--- config.mk ---
export PLATFORM = sky130hd
export DESIGN_NAME = text_pixel_fetch
export DESIGN_NICKNAME = d
export VERILOG_FILES = /design/src/rtl/text_pixel_fetch_pkg.sv /design/src/rtl/text_pixel_fetch_sync_delay_line.sv /design/src/rtl/text_pixel_fetch.sv
export SDC_FILE = /design/constraint.sdc
export NUM_CORES = 1
export LEC_CHECK = 0
export BUFFER_PORTS_ARGS = -buffer_cell sky130_fd_sc_hd__buf_2
export CAP_MARGIN = 5
export CORE_MARGIN = 2
export CORE_UTILIZATION = 49
export CTS_CLUSTER_SIZE = 40
export DETAILED_ROUTE_END_ITERATION = 12
export HOLD_SLACK_MARGIN = 0.15
export PLACE_DENSITY = 0.74
export SETUP_SLACK_MARGIN = 0.5
export SYNTH_ARGS = -nofsm -noshare
export SYNTH_HDL_FRONTEND = slang
export SYNTH_SLANG_ARGS = --single-unit
export TNS_END_PERCENT = 10
--- constraint.sdc ---
create_clock -name clk -period 3.08 [get_ports clk]
set_clock_uncertainty 0.1 [all_clocks]
set_input_delay 0.616 -clock clk [delete_from_list [all_inputs] [get_ports clk]]
set_output_delay 0.616 -clock clk [all_outputs]
set_load 0.01 [all_outputs]
--- src/rtl/text_pixel_fetch_pkg.sv ---
`default_nettype none
// ============================================================================
// Module      : text_pixel_fetch_pkg
// Description : Shared text-mode geometry, attribute layout and sync levels.
// Revision    : 1.0 - initial release
// ============================================================================
package text_pixel_fetch_pkg;

    localparam int   c_char_w        = 8;
    localparam int   c_font_h        = 16;
    localparam int   c_cols          = 80;
    localparam int   c_rows          = 30;

    localparam int   c_fg_lsb        = 0;
    localparam int   c_bg_lsb        = 4;
    localparam int   c_blink_bit     = 7;

    localparam logic c_sync_inactive = 1'b1;

endpackage
`default_nettype wire

--- src/rtl/text_pixel_fetch_sync_delay_line.sv ---
`default_nettype none
// ============================================================================
// Module      : text_pixel_fetch_sync_delay_line
// Description : Fixed-depth register delay line with a synchronous reset value.
// Revision    : 1.0 - initial release
// ============================================================================
module text_pixel_fetch_sync_delay_line #(
    parameter int               WIDTH     = 1,
    parameter int               DEPTH     = 1,
    parameter logic [WIDTH-1:0] RESET_VAL = '0
) (
    input  logic             clk,
    input  logic             rst,
    input  logic [WIDTH-1:0] i_data,
    output logic [WIDTH-1:0] o_data
);

    logic [WIDTH-1:0] r_pipe [DEPTH];

    always_ff @(posedge clk) begin
        if (rst) begin
            for (int i = 0; i < DEPTH; i++) begin
                r_pipe[i] <= RESET_VAL;
            end
        end else begin
            r_pipe[0] <= i_data;
            for (int i = 1; i < DEPTH; i++) begin
                r_pipe[i] <= r_pipe[i-1];
            end
        end
    end

    assign o_data = r_pipe[DEPTH-1];

endmodule
`default_nettype wire

--- src/rtl/text_pixel_fetch.sv ---
`default_nettype none
// ============================================================================
// Module      : text_pixel_fetch
// Description : 4-clock char/attr/glyph fetch pipeline feeding the palette.
//               Optional build macro TEXT_BLINK_EN adds attribute blinking.
// Revision    : 1.0 - initial release
// ============================================================================
module text_pixel_fetch
    import text_pixel_fetch_pkg::*;
#(
    parameter int COLS   = 80,
    parameter int ROWS   = 30,
    parameter int FONT_H = 16,
    parameter int ADDR_W = 12
) (
    input  logic              clk,
    input  logic              reset,
    input  logic [9:0]        px_x,
    input  logic [9:0]        px_y,
    input  logic              active_in,
    input  logic              hsync_in,
    input  logic              vsync_in,
    output logic [ADDR_W-1:0] text_addr,
    input  logic [15:0]       text_data,
    output logic [11:0]       font_addr,
    input  logic [7:0]        font_data,
    output logic [3:0]        fg,
    output logic [3:0]        bg,
    output logic              active_out,
    output logic              hsync_out,
    output logic              vsync_out
);

    localparam int c_scan_w = $clog2(FONT_H);
    localparam int c_col_lsb = $clog2(c_char_w);

    if (COLS * ROWS > (1 << ADDR_W)) begin : g_cfg_check
        $error("text_pixel_fetch: COLS*ROWS exceeds text RAM address space");
    end

    logic [9-c_col_lsb:0] w_col;
    logic [9-c_scan_w:0]  w_row;
    logic [c_scan_w-1:0]  w_scan;
    logic [15:0]          w_addr_wide;

    assign w_col       = px_x[9:c_col_lsb];
    assign w_row       = px_y[9:c_scan_w];
    assign w_scan      = px_y[c_scan_w-1:0];
    assign w_addr_wide = 16'(w_row) * 16'(COLS) + 16'(w_col);

    // Sideband, pixel-in-glyph column and scanline travel alongside the RAM/ROM reads
    logic [2:0]          w_side_d;
    logic [2:0]          w_px_lo_d;
    logic [c_scan_w-1:0] w_scan_d;

    text_pixel_fetch_sync_delay_line #(
        .WIDTH     (3),
        .DEPTH     (4),
        .RESET_VAL ({1'b0, c_sync_inactive, c_sync_inactive})
    ) u_side_dly (
        .clk    (clk),
        .rst    (reset),
        .i_data ({active_in, hsync_in, vsync_in}),
        .o_data (w_side_d)
    );

    text_pixel_fetch_sync_delay_line #(
        .WIDTH     (3),
        .DEPTH     (4),
        .RESET_VAL (3'd0)
    ) u_pxlo_dly (
        .clk    (clk),
        .rst    (reset),
        .i_data (px_x[2:0]),
        .o_data (w_px_lo_d)
    );

    text_pixel_fetch_sync_delay_line #(
        .WIDTH     (c_scan_w),
        .DEPTH     (2),
        .RESET_VAL ('0)
    ) u_scan_dly (
        .clk    (clk),
        .rst    (reset),
        .i_data (w_scan),
        .o_data (w_scan_d)
    );

    logic [ADDR_W-1:0] r_text_addr;
    logic [11:0]       r_font_addr;
    logic [7:0]        r_attr2;
    logic [7:0]        r_attr3;
    logic [3:0]        r_fg;
    logic [3:0]        r_bg;
    logic              r_active_out;
    logic              r_hsync_out;
    logic              r_vsync_out;

    logic              w_sel;
    logic [3:0]        w_bg_attr;
    logic [3:0]        w_fg_sel;

    assign w_sel = font_data[3'd7 - w_px_lo_d];

`ifdef TEXT_BLINK_EN
    logic       r_vsync_prev;
    logic [5:0] r_frame_cnt;

    always_ff @(posedge clk) begin
        if (reset) begin
            r_vsync_prev <= c_sync_inactive;
            r_frame_cnt  <= 6'd0;
        end else begin
            r_vsync_prev <= vsync_in;
            if (r_vsync_prev && !vsync_in) begin
                r_frame_cnt <= r_frame_cnt + 6'd1;
            end
        end
    end

    // Blinking cells show background only during the second half of each 64-frame period
    assign w_bg_attr = {1'b0, r_attr3[c_bg_lsb +: 3]};
    assign w_fg_sel  = (r_attr3[c_blink_bit] && r_frame_cnt[5]) ? w_bg_attr :
                       (w_sel ? r_attr3[c_fg_lsb +: 4] : w_bg_attr);
`else
    assign w_bg_attr = r_attr3[c_bg_lsb +: 4];
    assign w_fg_sel  = w_sel ? r_attr3[c_fg_lsb +: 4] : w_bg_attr;
`endif

    always_ff @(posedge clk) begin
        if (reset) begin
            r_text_addr  <= '0;
            r_font_addr  <= 12'd0;
            r_attr2      <= 8'd0;
            r_attr3      <= 8'd0;
            r_fg         <= 4'd0;
            r_bg         <= 4'd0;
            r_active_out <= 1'b0;
            r_hsync_out  <= c_sync_inactive;
            r_vsync_out  <= c_sync_inactive;
        end else begin
            r_text_addr  <= w_addr_wide[ADDR_W-1:0];
            r_font_addr  <= {text_data[7:0], w_scan_d};
            r_attr2      <= text_data[15:8];
            r_attr3      <= r_attr2;
            r_fg         <= w_side_d[2] ? w_fg_sel  : 4'd0;
            r_bg         <= w_side_d[2] ? w_bg_attr : 4'd0;
            r_active_out <= w_side_d[2];
            r_hsync_out  <= w_side_d[1];
            r_vsync_out  <= w_side_d[0];
        end
    end

    assign text_addr  = r_text_addr;
    assign font_addr  = r_font_addr;
    assign fg         = r_fg;
    assign bg         = r_bg;
    assign active_out = r_active_out;
    assign hsync_out  = r_hsync_out;
    assign vsync_out  = r_vsync_out;

endmodule
`default_nettype wire

==> impl_metrics.json <==
{
  "status": "completed",
  "placed_cells": 368,
  "ys_seq_elements": 83,
  "cp-start-kind": "input pin",
  "slowest_stage": "fa_2",
  "m1WireLength_um": 1880,
  "wl_met3_um": 254,
  "drive_gt1_share_pct": 38.2,
  "row_count": 26,
  "dp_hpwl_um": 3010,
  "finalHoldViolations": 0,
  "initial_core_util_pct": 51.4,
  "synthesis.instances": 222,
  "p_per_area_nw_per_um2": 661,
  "hold_path.class": "reg -> reg",
  "grt_max_degree": 46,
  "fin_crit_sh_pct": 82.1,
  "vias": 1694,
  "min_period_ps": 2530,
  "ys_warn_count": 0,
  "pre_cts_ws_ps": 197,
  "p_leak_nw": 1.58,
  "drtIter0Drc": 42,
  "crit_chain": "buf_2 > ha_4 > ha_4 > fa_2 > nand2_2 > nor2_1 > or4b_4 > mux2_4",
  "grt_pass1_vias": 1631,
  "worst_r2r_path_depth": 4,
  "cts_tree": "built",
  "synth_area_per_cell_sq_um": 12.1,
  "diodes": 0,
  "routed_via_density": 4.41,
  "drc": 0,
  "reg2reg_slack_ps": 1400,
  "endpoint_kind": "register",
  "min_delay_path_depth": 1,
  "relSlewSlack_pct": 65.6,
  "worstPathArrival_ps": 2660,
  "final.setup.tns_ps": 0,
  "critPathKind": "in -> reg",
  "required_ps": 3210,
  "path_clk_slew_ps": 80,
  "cts_buffers": 9,
  "cap_violations": 0,
  "core_area_sq_um": 5200,
  "top_layer": "met4",
  "track_usage_pct": 15.3,
  "fin_ws_ps": 550,
  "syn-num-nets": 284,
  "place.gp.congestion": 0.771,
  "clockRootBuffer": "clkbuf_8",
  "drt_wl_total_um": 4270,
  "ys_types": 30,
  "tightest_slew_ps": 517,
  "fmax_ghz": 0.395,
  "dr.pass1.iters": 4,
  "cts_hold_buf": 0,
  "max-clock-path-buffers": 2,
  "cpPeakStageDelay_ps": 570,
  "rr_endpoint": "fg[2]$_SDFF_PP0_",
  "numPortBuffers": 83,
  "wl_met2_um": 2030,
  "fin_cells": 384,
  "worstHoldStart": "u_side_dly.r_pipe[0][1]$_SDFF_PP1_",
  "grt_overflow": 0,
  "cts-htree-levels": 3,
  "syn_area_sq_um": 2680,
  "fp.dieH_um": 77.9,
  "dieArea_sq_um": 6070,
  "cp_max_fo": 4,
  "ys_seq_area_share_pct": 62.1,
  "clk-insertion-delay-late_ps": 330,
  "nNetsFinal": 371,
  "final_max_slew_viol_count": 0,
  "fillers": 428,
  "cp_common_cell": "ha_4",
  "grt_pass1_wl_um": 7100,
  "rsz0062_at_grt": "false",
  "setup_viol": 0,
  "cts.sinks": 83,
  "vdd_drop_max_mv": 0.322,
  "timing.hold.ws_ps": 311,
  "min_to": "u_side_dly.r_pipe[1][1]$_SDFF_PP1_",
  "syn_to_final_growth_pct": 28.4,
  "die_width_um": 77.9,
  "power_mw": 2.27,
  "grt_antenna_before_repair": 0,
  "ant_nets": 0,
  "wl_per_cell_um": 11.1,
  "ios": 84,
  "timing.rr.start": "u_pxlo_dly.r_pipe[3][1]$_SDFF_PP0_"
}
==> worst max-delay path: cells and delay by family <==
family	cells	cell delay, ps
fa+ha+maj	3	980
buf+inv	1	140
simple gates	3	630
mux	1	300
==> cells by family after synthesis <==
| family | share of synthesized area [%] |
|---|---|
| mux | 4.44 |
| simple gates | 21.3 |
| fa+ha+maj | 6.64 |
| compound gates | 1.96 |
| xor+xnor | 2.15 |
| buf+inv | 1.40 |
| flops | 62.1 |
==> where the power goes <==
part / leakage (nW) / internal (mW) / total (mW) / switching, mW
sequential: 0.684 / 1.12 / 1.13 / 0.0104
combinational: 0.784 / 0.116 / 0.219 / 0.103
clock: 0.117 / 0.562 / 0.918 / 0.356
==> layer usage <==
metal  up-vias  global-route usage (%)
li1        876                       -
met1       750                    17.2
met2        58                    24.6
met3        10                    5.47
met4         0                    9.65
met5         -                       0
==> per-stage QoR <==
step	util, %	instance area (sq um)
6_report	66.0	3440
3_5_place_dp	61.3	3190
5_1_grt	66.0	3440
3_3_place_gp	61.3	3190
4_1_cts	66.0	3430
2_1_floorplan	-	2710
==> layout make-up <==
class                   instances  area, sq um  area share (%)
clock buffers                  12          145            4.22
multi-input cells             129         1010            29.5
inverters                       2         7.51           0.218
repair buffers                 84          423            12.3
well taps                      70         87.6            2.55
clock inverters                 4         97.6            2.84
flip-flops and latches         83         1660            48.4
==> cells in the mapped netlist, drive strengths merged <==
master	n	area (sq um)
o21ai	1	5.00
and3b	1	8.76
nor2	9	33.8
mux2	1	11.3
dfxtp	83	1660
a21oi	5	25.0
mux4	2	45.0
nand2	1	3.75
nand2b	1	6.26
inv	2	7.51
or2	10	62.6
and3	2	13.8
a21o	2	15.0
xnor2	3	26.3
or4b	1	13.8
o21a	1	7.51
clkbuf	8	30.0
mux2i	5	62.6
xor2	1	8.76
nand3	1	5.00
xnor3	1	22.5
fa	2	40.0
and2	5	32.5
or3	1	6.26
ha	11	138
nor2b	59	369
nor3	3	15.0
==> cell usage in the layout (no fill, tap or decap), types with 2 or more instances in the layout <==
cell type  Yosys  final
dfxtp_1       83     83
buf_2          0     83
nor2b_1       59     59
or2_2         10     10
clkbuf_8       0     10
nor2_1         9      9
ha_1          11      8
a21oi_1        5      5
mux2i_1        4      4
and2_1         4      4
xnor2_1        3      3
nor3_1         3      3
bufinv_16      0      3
mux4_2         2      2
inv_1          2      2
a21o_1         2      2
ha_4           0      2
clkbuf_1       8      2
==> worst max-delay path by stage <==
stage,from,to
finish,px_y[5],text_addr[11]$_SDFF_PP0_
global route,px_y[5],text_addr[11]$_SDFF_PP0_
CTS,px_y[5],text_addr[11]$_SDFF_PP0_
detailed placement,px_y[5],text_addr[11]$_SDFF_PP0_
global placement,px_y[5],text_addr[11]$_SDFF_PP0_
floorplan,px_y[5],text_addr[11]$_SDFF_PP0_
==> flip-flops by register name (all words and copies together) (netlist names), 4 cells and up <==
register,count
font_addr,12
fg,4
u_side_dly.r_pipe,12
u_scan_dly.r_pipe,8
text_addr,12
r_attr3,8
r_attr2,8
bg,4
u_pxlo_dly.r_pipe,12
==> what timing repair did <==
action | in CTS | in global routing
resized for setup | 0 | 1
hold endpoints to repair | 0 | 0
setup endpoints to repair | 0 | 1
setup buffers | 0 | 0
No activity file was read; power rests on OpenSTA's default activity.
